===== config.mk =====
export PLATFORM = sky130hd
export DESIGN_NAME = bus_mux32_reg
export DESIGN_NICKNAME = d
export VERILOG_FILES = /design/src/rtl/bus_pkg.sv /design/src/rtl/mux32_comb.sv /design/src/rtl/bus_mux32_reg.sv
export SDC_FILE = /design/constraint.sdc
export NUM_CORES = 1
export LEC_CHECK = 0
export ABC_AREA = 1
export BUFFER_PORTS_ARGS = -buffer_cell sky130_fd_sc_hd__buf_2
export CORE_AREA = 2 2 411 413
export CTS_BUF_LIST = sky130_fd_sc_hd__clkbuf_8
export DETAILED_ROUTE_END_ITERATION = 8
export DIE_AREA = 0 0 413 415
export GPL_ROUTABILITY_DRIVEN = 1
export MAX_ROUTING_LAYER = met4
export SLEW_MARGIN = 20
export SYNTH_ARGS = -nofsm -noshare
export SYNTH_HDL_FRONTEND = slang
export SYNTH_SLANG_ARGS = --single-unit

===== constraint.sdc =====
create_clock -name clk -period 0.8 [get_ports clk]
set_input_delay 0.04 -clock clk [delete_from_list [all_inputs] [get_ports clk]]
set_output_delay 0.04 -clock clk [all_outputs]
set_load 0.005 [all_outputs]

===== src/rtl/bus_pkg.sv =====
// Shared bus definitions: word type, widths and the select code for each bus source.
package bus_pkg;
   localparam int BUS_WIDTH = 32;
   localparam int BUS_SEL_W = 5;

   typedef logic [31:0] bus_word_t;

   // Codes 24..31 are spare inputs.
   localparam logic [4:0] SEL_R0     = 5'd0;
   localparam logic [4:0] SEL_R1     = 5'd1;
   localparam logic [4:0] SEL_R2     = 5'd2;
   localparam logic [4:0] SEL_R3     = 5'd3;
   localparam logic [4:0] SEL_R4     = 5'd4;
   localparam logic [4:0] SEL_R5     = 5'd5;
   localparam logic [4:0] SEL_R6     = 5'd6;
   localparam logic [4:0] SEL_R7     = 5'd7;
   localparam logic [4:0] SEL_R8     = 5'd8;
   localparam logic [4:0] SEL_R9     = 5'd9;
   localparam logic [4:0] SEL_R10    = 5'd10;
   localparam logic [4:0] SEL_R11    = 5'd11;
   localparam logic [4:0] SEL_R12    = 5'd12;
   localparam logic [4:0] SEL_R13    = 5'd13;
   localparam logic [4:0] SEL_R14    = 5'd14;
   localparam logic [4:0] SEL_R15    = 5'd15;
   localparam logic [4:0] SEL_HI     = 5'd16;
   localparam logic [4:0] SEL_LO     = 5'd17;
   localparam logic [4:0] SEL_ZHI    = 5'd18;
   localparam logic [4:0] SEL_ZLO    = 5'd19;
   localparam logic [4:0] SEL_PC     = 5'd20;
   localparam logic [4:0] SEL_MDR    = 5'd21;
   localparam logic [4:0] SEL_INPORT = 5'd22;
   localparam logic [4:0] SEL_C      = 5'd23;
endpackage


===== src/rtl/mux32_comb.sv =====
// Combinational NUM_IN:1 word mux; every select code maps directly to the same-numbered input.
module mux32_comb #(
   parameter int WIDTH  = 32,
   parameter int NUM_IN = 32
) (
   input  logic [WIDTH-1:0]          words [NUM_IN],
   input  logic [$clog2(NUM_IN)-1:0] select,
   output logic [WIDTH-1:0]          sel_word
);
   always_comb begin
      sel_word = words[select];
   end
endmodule


===== src/rtl/bus_mux32_reg.sv =====
// Registered 32:1 bus mux: selected input is captured on the clock edge when en is high.
module bus_mux32_reg
   import bus_pkg::*;
#(
   parameter int WIDTH  = BUS_WIDTH,
   parameter int NUM_IN = 32
) (
   input  logic                 clk,
   input  logic                 rst_n,
   input  logic                 en,
   input  logic [BUS_SEL_W-1:0] select,
   input  logic [WIDTH-1:0]     in0,
   input  logic [WIDTH-1:0]     in1,
   input  logic [WIDTH-1:0]     in2,
   input  logic [WIDTH-1:0]     in3,
   input  logic [WIDTH-1:0]     in4,
   input  logic [WIDTH-1:0]     in5,
   input  logic [WIDTH-1:0]     in6,
   input  logic [WIDTH-1:0]     in7,
   input  logic [WIDTH-1:0]     in8,
   input  logic [WIDTH-1:0]     in9,
   input  logic [WIDTH-1:0]     in10,
   input  logic [WIDTH-1:0]     in11,
   input  logic [WIDTH-1:0]     in12,
   input  logic [WIDTH-1:0]     in13,
   input  logic [WIDTH-1:0]     in14,
   input  logic [WIDTH-1:0]     in15,
   input  logic [WIDTH-1:0]     in16,
   input  logic [WIDTH-1:0]     in17,
   input  logic [WIDTH-1:0]     in18,
   input  logic [WIDTH-1:0]     in19,
   input  logic [WIDTH-1:0]     in20,
   input  logic [WIDTH-1:0]     in21,
   input  logic [WIDTH-1:0]     in22,
   input  logic [WIDTH-1:0]     in23,
   input  logic [WIDTH-1:0]     in24,
   input  logic [WIDTH-1:0]     in25,
   input  logic [WIDTH-1:0]     in26,
   input  logic [WIDTH-1:0]     in27,
   input  logic [WIDTH-1:0]     in28,
   input  logic [WIDTH-1:0]     in29,
   input  logic [WIDTH-1:0]     in30,
   input  logic [WIDTH-1:0]     in31,
   output logic [WIDTH-1:0]     out_signal
);
   logic [WIDTH-1:0] words [NUM_IN];
   logic [WIDTH-1:0] sel_word;

   // Gather the named inputs into an array so the mux index equals the input number.
   assign words[0]  = in0;
   assign words[1]  = in1;
   assign words[2]  = in2;
   assign words[3]  = in3;
   assign words[4]  = in4;
   assign words[5]  = in5;
   assign words[6]  = in6;
   assign words[7]  = in7;
   assign words[8]  = in8;
   assign words[9]  = in9;
   assign words[10] = in10;
   assign words[11] = in11;
   assign words[12] = in12;
   assign words[13] = in13;
   assign words[14] = in14;
   assign words[15] = in15;
   assign words[16] = in16;
   assign words[17] = in17;
   assign words[18] = in18;
   assign words[19] = in19;
   assign words[20] = in20;
   assign words[21] = in21;
   assign words[22] = in22;
   assign words[23] = in23;
   assign words[24] = in24;
   assign words[25] = in25;
   assign words[26] = in26;
   assign words[27] = in27;
   assign words[28] = in28;
   assign words[29] = in29;
   assign words[30] = in30;
   assign words[31] = in31;

   mux32_comb #(
      .WIDTH  (WIDTH),
      .NUM_IN (NUM_IN)
   ) u_mux (
      .words    (words),
      .select   (select),
      .sel_word (sel_word)
   );

   // Reset clears the bus at once; release takes effect on the next rising edge.
   always_ff @(posedge clk or negedge rst_n) begin
      if (!rst_n) begin
         out_signal <= '0;
      end else if (en) begin
         out_signal <= sel_word;
      end
   end
endmodule


-- Word level (Yosys, flattened, before mapping)
Cells that the tools add are included.
- order comparisons: 1
- muxes and demuxes: 3
- bitwise operators: 1
- operators with widths (kind ; number):
    32-bit binary-select mux with 5-bit select ; 1
    32-bit 2-to-1 mux ; 2
    6-bit >= comparator (second input constant) ; 1
    5-bit inverter with 6-bit output ; 1
- bits in registers: 32
- output and inout bits: 32

-- Longest topological paths before layout
Gate-level depths: netlist of the first run.
- word-level depth: 4
- depth in mapped cells: 12

-- Modules after synthesis
Synthesis of the first run repeated with hierarchy kept, for this count alone.
- cells, all modules: 2567
- area, all modules: 12089.1 um2
- modules (own cells, without submodules) (module ; times used ; cells each ; area an instance (um2) ; sequential area each (um2)):
    mux32_comb ; 1 ; 2431 ; 10796.6 ; 0.0
    bus_mux32_reg ; 1 ; 136 ; 1292.5 ; 800.8

-- Worst setup path before layout of the first run
OpenSTA, ideal clock, no wires.
- path type: input -> register
- from: input select[1]
- to: register out_signal[15]
- arrival time: 0.978 ns
- required time: 0.683 ns
- setup slack: -0.296 ns
- stages: 11
- buffers on the path: 3
- path through: buf_2 inv_2 buf_2 buf_2 nand3_1 nand3_1 nand2_1 nand2_1 nand3_1 nand3_1 nand2_1
- cells in the longest elaborated chain, start to end: 4
- RTL lines (item ; line ; text):
    start: declaration ; bus_mux32_reg.sv:11 ; input logic [BUS_SEL_W-1:0] select,
    5-bit inverter with 6-bit output (implied by the code) ; mux32_comb.sv:11 ; sel_word = words[select];
    32-bit binary-select mux with 5-bit select ; mux32_comb.sv:11 ;
    32-bit 2-to-1 mux (implied by the code) (2 in a row) ; mux32_comb.sv:11 ;
    end signal: assignment ; bus_mux32_reg.sv:97 ; out_signal <= sel_word;
    end: declaration ; bus_mux32_reg.sv:44 ; output logic [WIDTH-1:0] out_signal
Every way passes these cells. The select of a mux whose other input is x is not followed.
A chain may end at the register's enable or synchronous reset.

-- Final worst setup path of the first run
- from: input select[1]
- to: register out_signal[23]
Same word-level chain as after synthesis.

==> summary.md, run 1 <==
| Metric | Value |
|---|---|
| GRT Residual Overflow | `0` |
| Initial DRC count | `between 1500 and 2000` |
| Total CTS buffers | `5` |
| RSZ-0062 raised after global routing | `yes` |
| First-pass GRT wire length | `~200 mm` |
| Total number of vias | `between 20000 and 25000` |
| Fin. max-slew vios | `0` |
| Hold Crit Class | `input port to flip-flop` |
| Largest net degree at the start of global routing | `42` |
| H-tree lvl count | `2` |
| Worst Tran Pin Value | `364.3 ps` |
| Worst skew pair latency | `between 300 and 400 ps` |
| Max FFs per register | `32` |
| Die area | `roughly 170000 µm²` |
| Largest register by flop count | `out_signal` |
| Yosys warns | `0` |
| Area grow syn2layout | `136.5%` |
| Setup WS pre-CTS | `-1562 ps` |
| DR vias/cell | `about 3.8` |
| Number of core rows | `150` |
| Status | `complete, but fails checks` |
| Critical Path Sink | `out_signal[23]` |
| Data required time of the critical path | `1080 ps` |
| Startpoint types | `input port` |
| CP Capture Type | `flip-flop` |
| Final non-filler cell total | `~6000` |
| I/O pins | `~1100` |
| Root buffer cell | `clkbuf_8` |
| Max-cap violations | `0` |
| Vias in the first global route | `approximately 22000` |
| Fmax | `736.7 MHz` |
| Critical Path Source | `select[1]` |
| Worst-path fanout max | `11` |
| Die Y | `415 µm` |
| FF-to-FF setup slack | `-10 ps` |
| Syn Std Cell Area | `between 10000 and 15000 µm²` |
| GRT Overall Usage | `0.1788` |
| Reg-to-reg endpoint | `out_signal[1]` |
| Drt first pass iters | `6` |
| CTS clk-pin slew, worst paths | `approximately 100 ps` |
| Power Density | `about 800 nW/µm²` |
| Fraction of layout instances using a drive strength above 1 | `0.5600` |
| Peak supply drop | `0.0004650 V` |
| Core outline area | `approximately 170000 µm²` |
| Critical path type | `input port to flip-flop` |
| Reg2reg start | `out_signal[1]` |
| Clk sink count | `32` |
| CTS tree | `yes` |
| Yosys reg bits | `32` |
| Failing checks | `setup timing` |
| GP Congestion | `0.9554` |
| Slew headroom | `0.7571` |
| Post-synth net total | `between 3000 and 4000` |
| Min Tclk post-route | `1357 ps` |
| DRC viols | `0` |
| Avg Inst Size Synth | `4.711 µm²` |
| Final setup violation count | `between 60 and 70` |
| Worst setup margin | `-557.4 ps` |
| DIE WIDTH | `roughly 410 µm` |
| Leak pwr | `about 14 nW` |
| Critical path arrival | `roughly 1600 ps` |
| Detailed Place HPWL | `around 130 mm` |
| Placed insts | `between 5000 and 6000` |
| Initial antenna violation count | `68` |
| Sequential fraction of the synthesis area | `0.06880` |
| Reg2Reg Depth | `3` |
| Longest Clk Path Bufs | `2` |
| Nets | `roughly 4800` |
| Synth unique cells | `12` |
| Tcrit/Tclk final | `1.697` |
| Starting Density | `0.06984` |
| Cell count after synthesis | `~2500` |
| Wire per inst | `around 27 µm` |
| Top Registers | `out_signal (32)` |
| Final hold viol count | `0` |
| Clk_skew | `0 ps` |
| Antenna Nets Post-Route | `0` |
| Count of input and output buffers | `1063` |
| DRT Wirelength | `~160 mm` |
| Power, Total | `~0.022 W` |
how the worst min path moves through the flow:
stage | cells past startpoint | slack (ps) | endpoint | startpoint
finish | 4 | 200 | out_signal[3] | en
global route | 4 | 200 | out_signal[15] | en
CTS | 4 | 160 | out_signal[3] | en
detailed placement | 2 | 40 | out_signal[16] | rst_n
global placement | 2 | 40 | out_signal[16] | rst_n
floorplan | 0 | -260 | out_signal[0] | rst_n
placed cells by master (no fill, tap or decap):
master	count
buf_12	77
clkbuf_16	20
clkbuf_8	5
dfrtp_2	7
inv_6	1
dlygate4sd3_1	1
buf_8	18
nand3_4	85
buf_2	1030
clkinv_16	3
nand2_4	72
clkinvlp_4	1
diode_2	35
nand2_1	1092
inv_8	1
clkinv_8	1
bufbuf_16	2
nand2_2	178
buf_16	28
bufinv_16	1
buf_4	198
clkinv_2	2
inv_1	2
inv_12	2
nand2_8	2
dfrtp_1	25
nand3_2	260
nand3_1	519
buf_6	92
repair_timing:
item	4_1_cts	5_1_grt
gates resized for setup	643	347
setup endpoints to repair	64	64
buffers inserted	18	26
gates cloned	22	23
pin swaps	89	123
hold endpoints to repair	32	0
hold buffers	1	0
cells by family after synthesis:
| kind of cell | Yosys count | share of synthesized area |
|---|---|---|
| buf+inv | 231 | 0.1263 |
| flops | 32 | 0.06880 |
| simple gates | 2208 | 0.8049 |
routing by layer:
| metal | vias to the layer above | share of wire | track usage |
|---|---|---|---|
| met5 | - | 0 | - |
| met4 | 0 | 0.029 | 0.03519 |
| met2 | 1205 | 0.51 | 0.3183 |
| li1 | 10662 | - | - |
| met1 | 10819 | 0.41 | 0.2163 |
| met3 | 219 | 0.054 | 0.01864 |
layout make-up:
cell class	count	area (µm²)
multi-input cells	2208	12750
inverters	6	81.33
fillers	19341	139100
repair buffers	1466	10840
flip-flops and latches	32	809.5
diodes	35	87.58
well taps	2204	2758
repair inverters	5	90.09
clock inverters	3	42.54
clock buffers	5	68.82
worst max-delay path, stage by stage:
cell and delay (ps):
buf_16 150, clkinv_16 120, buf_12 180, buf_4 180, nand3_1 90, nand3_2 240, nand2_2 170, buf_12 120
nand2_4 60, nand3_2 80, nand3_2 60, nand2_1 60
report_power, final:
group / switching [W] / leakage (nW) / internal [W]
registers: 0.000298 / 0.383 / 0.00185
logic: 0.0103 / 13.3 / 0.00766
clock network: 0.000891 / 0.0544 / 0.000925
total: 0.0115 / 13.7 / 0.0104
cells in the mapped netlist (all sizes together):
| cell | number | area share |
|---|---|---|
| buf | 204 | 0.12 |
| clkbuf | 21 | 0.0068 |
| dfrtp | 32 | 0.069 |
| inv | 6 | 0.0026 |
| nand2 | 1344 | 0.43 |
| nand3 | 864 | 0.37 |
metrics by stage:
stage	hold slack, ps	utilization	cell area [µm²]	setup TNS (ps)
after CTS	162.4	0.1522	25370	-24580
after global placement	44.16	0.1320	22000	-41420
final	204.1	0.1652	27530	-20570
after floorplan	-255.6	-	11960	-7402
after detailed placement	42.68	0.1320	22000	-41110
after global routing	200.6	0.1651	27520	-23330
Power figures use the tool's default switching activity.
==> run 2, diff against run 1 <==
CORE_AREA = 2 2 413 415   (was 2 2 411 413)
DIE_AREA = 0 0 415 417   (was 0 0 413 415)
SYNTH_HIERARCHICAL = 1   (was unset)
==> run 2 against run 1 <==
Net effect:
- the run still ends with setup timing left
- routed wire length fell by 5.4%
- largest cell class unchanged
- highest routed layer unchanged
- critical path depth rose by 3
- synthesized area rose by 3.9%
==> summary.md, run 2 <==
| Metric | Value |
|---|---|
| Status | `complete, but fails checks` |
| Failing checks | `setup timing` |
| Switch share | `0.5269` |
| Max FFs per register | `32` |
| Post-synth net total | `around 3600` |
| Die area | `173100 µm²` |
| Ordered cell list for the critical path | `buf_16 > buf_12 > clkbuf_16 > buf_8 > clkbuf_16 > nand2_2 > nand3_1 > nand3_1 > nand2_2 > nand2_4 > nand2_4 > nand2_4 > nand2_1 > nand2_1 > nand2_1` |
| Fin. max-slew vios | `0` |
| Initial DRC count | `between 2000 and 2500` |
| Placed insts | `5874` |
| Power Density | `around 770 nW/µm²` |
| Hold Crit Start | `en` |
| Vias in the first global route | `21558` |
| Core outline area | `168500 µm²` |
| CTS clk-pin slew, worst paths | `about 90 ps` |
| I/O pins | `~1100` |
| Wire per inst | `around 25 µm` |
| Sw Pwr | `between 0.01 and 0.015 W` |
| Setup WS pre-CTS | `-1391 ps` |
| Synth cell count leaders | `1526 x nand2_1, 768 x nand3_1, 81 x buf_2` |
| Synth unique cells | `16` |
| GRT Overall Usage | `0.1689` |
| Top Registers | `out_signal (32)` |
| Ys flop type | `dfrtp_1` |
| Combinational share of power | `0.827` |
| Area grow syn2layout | `120.0%` |
| Hold_ws | `62.70 ps` |
| Yosys warns | `6` |
| Leak pwr | `13.65 nW` |
| Longest Clk Path Bufs | `2` |
| Worst setup margin | `-666.3 ps` |
| Flop pwr share | `0.104` |
| DRC viols | `0` |
| Final hold viol count | `0` |
| Mux cell area share after synthesis | `0` |
| Fraction of layout instances using a drive strength above 1 | `0.5299` |
| DIE WIDTH | `around 420 µm` |
| Data required time of the critical path | `1010 ps` |
| Number of core rows | `151` |
| Ranking of synthesized cells by area | `nand2_1 47%, nand3_1 32%, dfrtp_1 6.6%` |
| Cell taking the most area after synthesis | `nand2_1` |
| GRT Residual Overflow | `0` |
| Syn Std Cell Area | `approximately 12000 µm²` |
| DR vias/cell | `3.833` |
| Worst-path fanout max | `6` |
| Worst skew pair latency | `300 ps` |
| Fmax | `~680 MHz` |
| Reg2reg start | `out_signal[9]` |
| Sequential fraction of the synthesis area | `0.06624` |
| First-pass GRT wire length | `roughly 190 mm` |
| RSZ-0062 raised after global routing | `yes` |
| Starting Density | `0.07173` |
| Initial antenna violation count | `between 90 and 100` |
| Reg2Reg Depth | `3` |
| Power, Total | `about 0.02 W` |
| Critical Path Source | `select[0]` |
| Clock power frac | `0.069` |
| GP Congestion | `0.9829` |
| Simple-Gate Fraction of Synth Area | `0.7969` |
| Hold Crit Class | `input port to flip-flop` |
| Internal power | `0.009657 W` |
| Antenna Nets Post-Route | `0` |
| Total number of vias | `roughly 23000` |
| Ys async rst share | `1.000` |
| Max-cap violations | `0` |
| Final setup violation count | `64` |
| Peak supply drop | `approximately 0.00043 V` |
| WP buf/inv | `5` |
| Compound-Gate Fraction of Synth Area | `0` |
| Largest family of logic cells by synthesized area | `simple AND/OR/NAND/NOR gates` |
| Most common cell in the synthesized netlist | `nand2_1` |
| Final non-filler cell total | `~6000` |
| CTS tree | `yes` |
| CP top delay family | `simple AND/OR/NAND/NOR gates` |
| Min Tclk post-route | `roughly 1500 ps` |
| FF-to-FF setup slack | `-10 ps` |
| Yosys top cell area share | `0.4738` |
| Largest net degree at the start of global routing | `40` |
| Largest register by flop count | `out_signal` |
| DRT Wirelength | `152.6 mm` |
| Commonest non-fill, non-tap cell in the layout | `nand2_1` |
| H-tree lvl count | `2` |
| Reg-to-reg endpoint | `out_signal[9]` |
| Die Y | `between 400 and 500 µm` |
| Cell count after synthesis | `2567` |
| Post-synth EDFFs | `0` |
| Post-Synth XOR/XNOR Area | `0` |
| Count of input and output buffers | `around 1100` |
| Adder-cell share of the synthesized area | `0` |
| Drt first pass iters | `6` |
| Yosys reg bits | `32` |
| Detailed Place HPWL | `127.5 mm` |
| Hold Path End | `out_signal[24]` |
| Clk sink count | `32` |
| Clk_skew | `0 ps` |
| Root buffer cell | `clkbuf_8` |
| Commonest non-fill, non-tap cells in the layout | `1198 x nand2_1, 1029 x buf_2, 525 x nand3_1` |
| Slew headroom | `0.6835` |
| Critical path arrival | `between 1500 and 2000 ps` |
| Startpoint types | `input port` |
| Critical path type | `input port to flip-flop` |
| Worst Tran Pin Value | `around 470 ps` |
| Nets | `roughly 4800` |
| Avg Inst Size Synth | `approximately 4.7 µm²` |
| Total CTS buffers | `5` |
| Tcrit/Tclk final | `1.833` |
| Max stage delay on crit path | `between 150 and 200 ps` |
| Cell count of the worst hold path | `3` |
| CP Capture Type | `flip-flop` |
| Slowest cell on the critical path | `clkbuf_16` |
==> run 2: changes by cell type after synthesis, sizes merged <==
cell / previous run / this run
nand2: 1344 / 1536
buf: 204 / 197
nand3: 864 / 768
clkbuf: 21 / 28
==> run 2: worst max-delay path by stage <==
stage / slack, ps / endpoint / depth (start not counted)
finish: -670 / out_signal[11] / 15
global route: -710 / out_signal[11] / 15
CTS: -710 / out_signal[0] / 14
detailed placement: -1390 / out_signal[17] / 15
global placement: -1410 / out_signal[17] / 15
floorplan: -290 / out_signal[16] / 13
==> run 2: timing repair <==
item / CTS / global route
setup buffers: 31 / 15
pin swaps: 74 / 149
hold endpoints to repair: 32 / 0
hold buffers: 1 / 0
gates cloned: 28 / 12
gates resized for setup: 548 / 366
setup endpoints to repair: 64 / 64
==> run 2: logic make-up (layout without fill, tap and decap cells) <==
| family | after synthesis | after routing |
|---|---|---|
| flops | 32 | 32 |
| buf+inv | 231 | 1397 |
| other cells | 0 | 44 |
| simple gates | 2304 | 2304 |
==> run 2: metrics by stage <==
stage	util	area [µm²]	TNS, ps
finish	0.1578	26600	-23040
global placement	0.1275	21490	-39010
floorplan	-	12330	-9179
detailed placement	0.1275	21490	-38610
CTS	0.1467	24720	-24800
global route	0.1576	26560	-26590
==> run 2: power by group through the flow <==
stage	logic, W	registers (W)	clock network (W)
5_1_grt	0.0182	0.00216	0.00150
4_1_cts	0.0160	0.00214	0.00144
3_5_place_dp	0.0137	0.00213	0
3_3_place_gp	0.0138	0.00213	0
2_1_floorplan	0.00530	0.00202	0
6_report	0.0169	0.00213	0.00140
==> run 2: final cells by class <==
type                    instances  area (µm²)
diodes                         44       110.1
clock buffers                   5       68.82
clock inverters                 3       23.77
fillers                     19686      141900
inverters                       6       88.84
multi-input cells            2304       12570
flip-flops and latches         32       803.3
well taps                    2218        2775
repair buffers               1379       10050
repair inverters                4       106.4
==> run 2: per-layer routing <==
metal	wire (µm)	track usage	vias to the layer above
li1	-	-	10683
met1	60870	0.2011	10764
met2	75940	0.2966	1316
met3	11870	0.03235	215
met4	3956	0.02951	0
met5	0	-	-
==> run 2: worst reg2reg max path, stage by stage, from the launching register on <==
cell,delay [ps]
dfrtp_2,460
buf_4,150
nand2_2,50
nand2_1,50
